===== config.mk =====
export PLATFORM = sky130hd
export DESIGN_NAME = bk_save_ctrl
export DESIGN_NICKNAME = d
export VERILOG_FILES = /design/src/rtl/bk_pkg.sv /design/src/rtl/bk_edge.sv /design/src/rtl/bk_save_ctrl.sv
export SDC_FILE = /design/constraint.sdc
export NUM_CORES = 1
export LEC_CHECK = 0
export BUFFER_PORTS_ARGS = -buffer_cell sky130_fd_sc_hd__buf_2
export CORE_ASPECT_RATIO = 0.9
export CORE_MARGIN = 2
export CORE_UTILIZATION = 55
export DETAILED_ROUTE_END_ITERATION = 16
export GPL_TIMING_DRIVEN = 0
export PLACE_DENSITY = 0.88
export SETUP_SLACK_MARGIN = 0.5
export SLEW_MARGIN = 10
export SYNTH_ARGS = -nofsm -noshare
export SYNTH_HDL_FRONTEND = slang
export SYNTH_SLANG_ARGS = --single-unit

===== constraint.sdc =====
create_clock -name clk_sys -period 5.95 [get_ports clk_sys]
set_clock_uncertainty 0.15 [all_clocks]
set_input_delay 0.2975 -clock clk_sys [delete_from_list [all_inputs] [get_ports clk_sys]]
set_output_delay 0.2975 -clock clk_sys [all_outputs]
set_load 0.1 [all_outputs]

===== src/rtl/bk_pkg.sv =====
// Shared types and header constants for the backup-RAM save/load sequencer.
package bk_pkg;

  typedef enum logic [1:0] {
    IDLE,
    XFER,
    WAIT,
    FMT
  } state_t;

  typedef enum logic {
    OP_LOAD,
    OP_SAVE
  } op_t;

  localparam int HDR_LEN = 4;

  // "HUBM" signature followed by version/geometry words
  localparam logic [15:0] HDR [HDR_LEN] = '{
    16'h5548, 16'h4D42, 16'h8800, 16'h8010
  };

  function automatic logic [15:0] hdr_word(input logic [7:0] a);
    if (a < 8'(HDR_LEN)) return HDR[a[1:0]];
    return 16'h0000;
  endfunction

endpackage


===== src/rtl/bk_edge.sv =====
// Rising-edge detector with registered previous value.
module bk_edge (
  input  logic clk,
  input  logic reset_n,
  input  logic d,
  output logic rise
);

  logic prev;

  always_ff @(posedge clk or negedge reset_n)
    if (!reset_n) prev <= 1'b0;
    else          prev <= d;

  assign rise = d & ~prev;

endmodule


===== src/rtl/bk_save_ctrl.sv =====
// Backup-RAM sector save/load/format sequencer for the HPS sector port.
// Optional autosave of the last-used slot: define BK_AUTOSAVE_EN.
module bk_save_ctrl
  import bk_pkg::*;
#(
  parameter int SLOT_W    = 2,
  parameter int SECT_W    = 4,
  parameter int HDR_WORDS = 4,
  parameter int TIMEOUT_W = 24
) (
  input  logic              clk_sys,
  input  logic              reset_n,
  input  logic              downloading,
  input  logic              img_mounted,
  input  logic              img_readonly,
  input  logic              img_size_nz,
  input  logic [SLOT_W-1:0] slot,
  input  logic              load_req,
  input  logic              save_req,
  input  logic              format_req,
  input  logic              sd_ack,
  output logic [31:0]       sd_lba,
  output logic              sd_rd,
  output logic              sd_wr,
  output logic [7:0]        fmt_addr,
  output logic [15:0]       fmt_data,
  output logic              fmt_we,
  output logic              bk_ena,
  output logic              bk_busy,
  output logic              bk_loading,
  output logic              bk_err,
  input  logic              autosave_trig,
  input  logic              bram_dirty,
  output logic              dirty_clr
);

  state_t state, state_d;
  op_t    op, op_d, go_op;

  logic [SLOT_W-1:0]    slot_q, slot_d, go_slot, auto_slot;
  logic [SECT_W-1:0]    idx, idx_d;
  logic [TIMEOUT_W-1:0] tmo, tmo_d;
  logic [31:0]          lba_d;
  logic [7:0]           faddr_d;
  logic [15:0]          fdata_d;
  logic ld_rise, sv_rise, fm_rise, dl_rise, auto_go, go;
  logic ack_q, ack_rise, ack_fall, tmo_hit;
  logic rd_d, wr_d, busy_d, ld_d, err_d, ena_d, dclr_d, we_d;

  bk_edge u_ld (.clk(clk_sys), .reset_n(reset_n), .d(load_req),    .rise(ld_rise));
  bk_edge u_sv (.clk(clk_sys), .reset_n(reset_n), .d(save_req),    .rise(sv_rise));
  bk_edge u_fm (.clk(clk_sys), .reset_n(reset_n), .d(format_req),  .rise(fm_rise));
  bk_edge u_dl (.clk(clk_sys), .reset_n(reset_n), .d(downloading), .rise(dl_rise));

`ifdef BK_AUTOSAVE_EN
  logic au_rise;
  logic [SLOT_W-1:0] last_slot;

  bk_edge u_au (.clk(clk_sys), .reset_n(reset_n), .d(autosave_trig), .rise(au_rise));

  always_ff @(posedge clk_sys or negedge reset_n)
    if (!reset_n) last_slot <= '0;
    else if (go)  last_slot <= go_slot;

  assign auto_go   = au_rise & bram_dirty;
  assign auto_slot = last_slot;
`else
  logic unused_auto;
  assign unused_auto = autosave_trig ^ bram_dirty;
  assign auto_go     = 1'b0;
  assign auto_slot   = '0;
`endif

  assign ack_rise = sd_ack & ~ack_q;
  assign ack_fall = ~sd_ack & ack_q;
  assign tmo_hit  = &tmo;

  always_comb begin
    state_d = state;
    op_d    = op;
    slot_d  = slot_q;
    idx_d   = idx;
    lba_d   = sd_lba;
    rd_d    = sd_rd;
    wr_d    = sd_wr;
    busy_d  = bk_busy;
    ld_d    = bk_loading;
    err_d   = bk_err;
    dclr_d  = 1'b0;
    we_d    = 1'b0;
    faddr_d = fmt_addr;
    fdata_d = fmt_data;
    go      = 1'b0;
    go_op   = OP_LOAD;
    go_slot = slot;

    ena_d = bk_ena;
    if (dl_rise) ena_d = 1'b0;
    if (downloading && img_mounted && img_size_nz && !img_readonly)
      ena_d = 1'b1;

    if (dl_rise) begin
      state_d = IDLE;
      rd_d    = 1'b0;
      wr_d    = 1'b0;
      busy_d  = 1'b0;
      ld_d    = 1'b0;
    end else begin
      unique case (state)
        IDLE: begin
          if (ld_rise && bk_ena) begin
            go = 1'b1;
          end else if (sv_rise && bk_ena) begin
            go    = 1'b1;
            go_op = OP_SAVE;
          end else if (fm_rise) begin
            state_d = FMT;
            we_d    = 1'b1;
            faddr_d = 8'd0;
            fdata_d = hdr_word(8'd0);
            busy_d  = 1'b1;
            err_d   = 1'b0;
          end else if (auto_go && bk_ena) begin
            go      = 1'b1;
            go_op   = OP_SAVE;
            go_slot = auto_slot;
          end
          if (go) begin
            state_d = XFER;
            op_d    = go_op;
            slot_d  = go_slot;
            idx_d   = '0;
            lba_d   = 32'({go_slot, {SECT_W{1'b0}}});
            rd_d    = (go_op == OP_LOAD);
            wr_d    = (go_op == OP_SAVE);
            busy_d  = 1'b1;
            ld_d    = (go_op == OP_LOAD);
            err_d   = 1'b0;
          end
        end
        XFER, WAIT: begin
          if (tmo_hit) begin
            state_d = IDLE;
            err_d   = 1'b1;
            rd_d    = 1'b0;
            wr_d    = 1'b0;
            busy_d  = 1'b0;
            ld_d    = 1'b0;
          end else if (state == XFER) begin
            if (ack_rise) begin
              rd_d    = 1'b0;
              wr_d    = 1'b0;
              state_d = WAIT;
            end
          end else if (ack_fall) begin
            if (&idx) begin
              state_d = IDLE;
              busy_d  = 1'b0;
              ld_d    = 1'b0;
              dclr_d  = (op == OP_SAVE);
            end else begin
              idx_d   = idx + SECT_W'(1);
              lba_d   = 32'({slot_q, idx_d});
              rd_d    = (op == OP_LOAD);
              wr_d    = (op == OP_SAVE);
              state_d = XFER;
            end
          end
        end
        FMT: begin
          if (fmt_addr == 8'(HDR_WORDS - 1)) begin
            state_d = IDLE;
            busy_d  = 1'b0;
          end else begin
            we_d    = 1'b1;
            faddr_d = fmt_addr + 8'd1;
            fdata_d = hdr_word(faddr_d);
          end
        end
      endcase
    end

    // Watchdog restarts on every state change, runs only while waiting on HPS
    if (state_d != state)                 tmo_d = '0;
    else if (state == XFER || state == WAIT) tmo_d = tmo + TIMEOUT_W'(1);
    else                                  tmo_d = '0;
  end

  always_ff @(posedge clk_sys or negedge reset_n) begin
    if (!reset_n) begin
      state      <= IDLE;
      op         <= OP_LOAD;
      slot_q     <= '0;
      idx        <= '0;
      tmo        <= '0;
      ack_q      <= 1'b0;
      sd_lba     <= '0;
      sd_rd      <= 1'b0;
      sd_wr      <= 1'b0;
      fmt_addr   <= '0;
      fmt_data   <= '0;
      fmt_we     <= 1'b0;
      bk_ena     <= 1'b0;
      bk_busy    <= 1'b0;
      bk_loading <= 1'b0;
      bk_err     <= 1'b0;
      dirty_clr  <= 1'b0;
    end else begin
      state      <= state_d;
      op         <= op_d;
      slot_q     <= slot_d;
      idx        <= idx_d;
      tmo        <= tmo_d;
      ack_q      <= sd_ack;
      sd_lba     <= lba_d;
      sd_rd      <= rd_d;
      sd_wr      <= wr_d;
      fmt_addr   <= faddr_d;
      fmt_data   <= fdata_d;
      fmt_we     <= we_d;
      bk_ena     <= ena_d;
      bk_busy    <= busy_d;
      bk_loading <= ld_d;
      bk_err     <= err_d;
      dirty_clr  <= dclr_d;
    end
  end

endmodule


==> reports/results.ini, run 1 <==
[grt]
grt_pass1_vias=2810
antenna_found_initial=0
grt_pass1_wl_um=13100
overflow=0
grt_max_degree=63
grt.total_usage=0.211

[place]
dp_hpwl_um=5500
preCtsSetupSlack_ns=3.23
place.gp.congestion=0.922
numPortBuffers=43

[logic_synthesis]
netlist.area_leader.share=0.403
synth-seq-cells=62
synth_seq_area_share=0.403
async_flop_share=1.00
synth_area_leaders=dfrtp_1, buf_4, nor2_4, nand2_1, xor2_1
ys_types=62
synth_area_sq_um=3850
synth_edf_count=0
yosys_warnings=0
synth-main-ff-cell=dfrtp_1
syn_area_per_cell_sq_um=9.59
synthCells=401
synth_top_area_cell=dfrtp_1

[routing]
routed_wl_um=7670
vias=3049
ant_nets=0
remaining_drc_errors=0
drt-wirelength-per-cell_um=13.1
via_per_inst=5.19
drt_iter0_drc=175
dr.pass1.iters=4

[timing]
period_needed_ns=2.77
finalHoldViolCount=0
slew_violations=0
rsz0062_at_grt=no
fmax_mhz=361
setup_viol=0
setup_ws_ns=3.18
slew_headroom=0.480
tightest_slew_ns=0.780
fin_setup_tns_ns=0
fin_crit_sh=0.466
whs_ns=0.0603

[clocking]
cts_resized=0
cts_tree=yes
cts.sinks=62
h-tree-depth=3
clk_latency_ns=0.34
clock_path_buffers=2
root_buffer=clkbuf_8
worst_setup_hold_path_clk_slew_ns=0.07
cts.repair_timing.setup_buffer_count=0
numCtsBuffers=9
postCtsHoldBufs=6

[critical_path]
reg2regPathDepth=10
cpPeakStageDelay_ns=0.51
crit_chain=inv_1 -> ha_1 -> nor2b_1 -> o21ai_0 -> o2111ai_1 -> o211a_1 -> or4b_4 -> buf_6 -> buf_12 -> nor2_4
worstPathArrival_ns=2.90
crit_type=reg2reg
path_max_fanout=10
r2r_start=state[1]
r2r_slack_ns=3.18
crit_required_ns=6.07
crit_path_end_kind=flop
startpoint_type=flop
startpoint=state[1]
endpoint=tmo[5]
worstReg2RegEnd=tmo[5]
slowest_stage=or4b_4

[floorplan]
core_area_sq_um=6690
die-area_sq_um=7680
num_rows=28
die_h_um=83.3
ioPinCount=78
die_x_um=92.2
start_util=0.575

[cells_and_area]
fillerInstances=528
syn_to_final_growth_pct=18.0
n_antenna_cell=0
drive_gt1_frac=0.266
multi_input_area_sq_um=1960
fin_nets=514
ff_latch_area_sq_um=1550

[run_status]
status=finished, final reports clean

[run]
drv_cap=0

[pwr]
p_leak_nw=2.07
vdd_ir_drop_max_mv=0.417
powerDensity_nw_per_um2=483

[min_path]
hp-class=in2reg

==> layout make-up <==
class / instances / share of cell area
Tap cell: 90 / 0.0248
Multi-Input combinational cell: 301 / 0.432
Clock buffer: 13 / 0.0372
Clock inverter: 3 / 0.00386
Buffer: 55 / 0.0879
Sequential cell: 62 / 0.342
Inverter: 14 / 0.0116
Timing Repair Buffer: 49 / 0.0612
==> power by group <==
part           switching (mW)  total [mW]  internal (mW)
clock                   0.157       0.341          0.184
sequential             0.0643       0.559          0.494
combinational           0.968        1.29          0.327
==> logic make-up (layout without fill, tap and decap cells) <==
group           Yosys count  after routing  synth area share
compound gates           82             82             0.148
buf+inv                  69            134             0.117
fa+ha+maj                 8              8            0.0260
mux                       2              2           0.00585
flops                    62             62             0.403
xor+xnor                 23             23            0.0524
simple gates            154            154             0.246
other cells               1             32          0.000975
==> worst max-delay path, delay by kind of cell (launching register included) <==
family	cells	cell delay (ns)
compound gates	3	0.57
buf+inv	3	0.45
fa+ha+maj	1	0.28
flops	1	0.46
simple gates	3	0.79
==> flip-flops by register name, summed over array words and instances, names as in the netlist <==
register	flops
tmo	24
fmt_addr	8
fmt_data	6
idx	3
sd_lba	3
slot_q	2
state	2
ack_q	1
bk_busy	1
bk_ena	1
bk_err	1
bk_loading	1
dirty_clr	1
fmt_we	1
op	1
sd_rd	1
sd_wr	1
u_dl.prev	1
u_fm.prev	1
u_ld.prev	1
u_sv.prev	1
==> cell usage in the layout, fill, tap and decap left out, types with 5 or more instances in the layout <==
cell type	n
dlygate4sd3_1	6
buf_4	37
clkbuf_8	12
clkbuf_1	13
nor2_4	18
inv_1	14
nand4_1	9
a21oi_1	14
nor2_1	23
o22ai_1	5
ha_1	8
nand3_1	13
conb_1	32
xor2_1	14
nor3_1	5
and3_1	7
a21boi_0	5
a31oi_1	7
xnor2_1	9
nand2_1	38
a22o_1	6
o21ai_0	15
buf_2	44
dfrtp_1	62
nand2b_1	10
nor2b_1	9
==> layer usage <==
| metal | vias to the layer above | track usage | routed length [um] |
|---|---|---|---|
| li1 | 1514 | - | - |
| met1 | 1425 | 0.281 | 3380 |
| met2 | 103 | 0.340 | 3710 |
| met3 | 7 | 0.0599 | 496 |
| met4 | 0 | 0.0543 | 79 |
| met5 | - | 0 | 0 |
==> cells in the mapped netlist (all sizes together) (4+ instances only) <==
cell,instances
nand2,39
clkbuf,12
a21oi,14
nor3,5
and4,5
nor2b,10
nor2,43
buf,43
o22ai,5
a22o,6
nand2b,10
a31oi,7
nand3,14
and3,7
xor2,14
a211oi,4
xnor2,9
nand4,9
o21ai,16
inv,14
ha,8
a21boi,5
dfrtp,62
==> through the flow <==
step	power (mW)	utilization	instance area (sq um)	std cells
after floorplan	1.65	-	3960	432
after global placement	1.82	0.641	4290	565
after detailed placement	1.85	0.642	4290	565
after CTS	2.20	0.679	4540	587
after global routing	2.31	0.679	4540	587
final	2.19	0.679	4540	587
==> worst min path at each step <==
stage,from,endpoint,slack [ns],cells after the start
2_1_floorplan,reset_n,ack_q,-0.15,0
3_3_place_gp,load_req,u_ld.prev,0.27,1
3_5_place_dp,reset_n,sd_lba[5],0.28,1
4_1_cts,img_readonly,bk_ena,0.05,3
5_1_grt,img_readonly,bk_ena,0.05,3
6_report,img_readonly,bk_ena,0.06,3
No activity file was read; power rests on OpenSTA's default activity.
==> inputs of run 2 (changes only) <==
CORE_UTILIZATION = 50   (was 55)
PLACE_DENSITY = 0.85   (was 0.88)
clock period = 2.5 ns   (was 5.95 ns; I/O delays follow)
==> reports/results.ini, run 2 (synthesis results as in run 1) <==
[place]
dpl_cell_area_sq_um=4410  ; was 4290 sq um
place.gp.congestion=0.864  ; was 0.922
dp.cells=571  ; was 565
numPortBuffers=43  ; unchanged
dp_hpwl_um=5740  ; was 5500 um

[routing]
drt-wirelength-per-cell_um=20.6  ; was 13.1 um
drt_iter0_drc=485  ; was 175
routed_wl_um=13500  ; was 7670 um
vias=3952  ; was 3049
via_per_inst=6.01  ; was 5.19
dr.pass1.iters=6  ; was 4
remaining_drc_errors=0  ; unchanged
ant_nets=0  ; unchanged

[clocking]
root_buffer=clkbuf_8  ; unchanged
worst_setup_hold_path_clk_slew_ns=0.09  ; was 0.07 ns
numCtsBuffers=9  ; unchanged
clk_latency_ns=0.36  ; was 0.34 ns
cts_tree=yes  ; unchanged
cts.sinks=62  ; unchanged
clock_path_buffers=2  ; unchanged
h-tree-depth=3  ; unchanged

[grt]
grt_pass1_wl_um=16400  ; was 13100 um
grt_max_degree=63  ; unchanged
overflow=0  ; unchanged
grt_pass1_vias=3477  ; was 2810
grt.total_usage=0.255  ; was 0.211
antenna_found_initial=0  ; unchanged

[cells_and_area]
max_flop_register=tmo  ; unchanged
instances_no_fill=658  ; was 587
final_cell_mix=buf_4, dfrtp_1, buf_2  ; was dfrtp_1, buf_2, nand2_1
final_area_sq_um=5840  ; was 4540 sq um
largest_reg_flops=24  ; unchanged
n_antenna_cell=0  ; unchanged
syn_to_final_growth_pct=51.7  ; was 18.0%
fin_nets=579  ; was 514
final_common_cell=buf_4  ; was dfrtp_1
drive_gt1_frac=0.512  ; was 0.266
biggestRegsByFlops=tmo (24), fmt_addr (8), fmt_data (6)  ; unchanged
fillerInstances=413  ; was 528

[run_status]
violations=negative setup slack
status=finished with violations  ; was finished, final reports clean

[pwr]
powerDensity_nw_per_um2=1240  ; was 483 nW/um^2
p_comb_frac=0.658  ; was 0.590
p_seq_frac=0.193  ; was 0.255
intPower_mw=3.49  ; was 1.01 mW
p_sw_mw=3.73  ; was 1.19 mW
p_sw_frac=0.517  ; was 0.542
vdd_ir_drop_max_mv=1.05  ; was 0.417 mV
power_frac_clock=0.149  ; was 0.155
p_leak_nw=2.57  ; was 2.07 nW

[critical_path]
path_max_fanout=7  ; was 10
worstPathArrival_ns=2.73  ; was 2.90 ns
crit_path_end_kind=flop  ; unchanged
crit_type=reg2reg  ; unchanged
startpoint_type=flop  ; unchanged
crit_required_ns=2.63  ; was 6.07 ns

[floorplan]
start_util=0.513  ; was 0.575
die_h_um=87.2  ; was 83.3 um
num_rows=30  ; was 28
die_x_um=96.5  ; was 92.2 um
ioPinCount=78  ; unchanged
die-area_sq_um=8410  ; was 7680 sq um
core_area_sq_um=7510  ; was 6690 sq um

[timing]
fin_setup_tns_ns=-1.42  ; was 0 ns
whs_ns=0.0752  ; was 0.0603 ns
slew_violations=0  ; unchanged
finalHoldViolCount=0  ; unchanged
fin_crit_sh=1.04  ; was 0.466
setup_ws_ns=-0.0991  ; was 3.18 ns
setup_viol=22  ; was 0
fmax_mhz=385  ; was 361 MHz
rsz0062_at_grt=yes  ; was no
period_needed_ns=2.60  ; was 2.77 ns
slew_headroom=0.479  ; was 0.480
tightest_slew_ns=0.781  ; was 0.780 ns

[min_path]
hp-class=in2reg  ; unchanged

[run]
drv_cap=0  ; unchanged

==> run 2: cell type report <==
| cell class | count | area (sq um) | share of cell area |
|---|---|---|---|
| clock inverter | 3 | 65.1 | 0.0111 |
| tap | 96 | 120 | 0.0206 |
| sequential | 62 | 1580 | 0.271 |
| multi-input combinational | 301 | 2490 | 0.428 |
| buffer | 55 | 487 | 0.0834 |
| inverter | 14 | 60.1 | 0.0103 |
| clock buffer | 13 | 169 | 0.0289 |
| timing repair buffer | 114 | 857 | 0.147 |
==> run 2: per-stage QoR <==
step                setup slack, ns  power [mW]   util
detailed placement           -0.279        4.47  0.588
CTS                          0.0788        6.13  0.701
global route                 -0.107        7.42  0.777
global placement             -0.188        4.41  0.587
finish                      -0.0991        7.22  0.777
floorplan                   -0.0450        4.01      -
==> run 2: path summary, 6_finish.rpt <==
check                             startpoint            to  slack, ns  depth (start not counted)
worst max register to register      state[0]       tmo[21]       -0.1                          9
worst min-delay path                  sd_ack     dirty_clr       0.08                          4
worst max-delay path                state[0]       tmo[21]       -0.1                          9
min in group asynchronous            reset_n         sd_wr       0.24                          2
max in group asynchronous            reset_n   fmt_addr[2]       1.35                          2
worst min register to register  fmt_data[11]  fmt_data[11]       0.36                          1
==> run 2: routing by layer <==
layer  vias up  global-route usage  wire length, um
met3       100              0.0528             1120
met2       319               0.425             6770
met5         -                   0                0
met1      1882               0.315             4820
met4         0               0.119              819
li1       1651                   -                -
==> run 2: critical path: stages (launching register included) <==
cell	delay [ns]
dfrtp_2	0.48
ha_4	0.23
nor2b_4	0.14
o21ai_2	0.13
o2111ai_2	0.15
o211a_1	0.26
or4b_4	0.56
buf_12	0.17
buf_16	0.15
nor2_4	0.09
==> run 2: power by group through the flow <==
stage | logic [mW] | registers (mW) | clock network (mW)
after floorplan | 1.86 | 2.15 | 0
after global placement | 3.06 | 1.35 | 0
after detailed placement | 3.10 | 1.36 | 0
after CTS | 3.74 | 1.33 | 1.06
after global routing | 4.90 | 1.40 | 1.12
final | 4.75 | 1.39 | 1.07
==> run 2: what timing repair did <==
action / CTS / global route
resized for setup: 45 / 116
endpoints found under the setup margin: 50 / 55
cloned: 3 / 1
hold buffers: 10 / 0
endpoints found under the hold margin: 72 / 0
buffers inserted: 38 / 19
pin swaps: 40 / 27
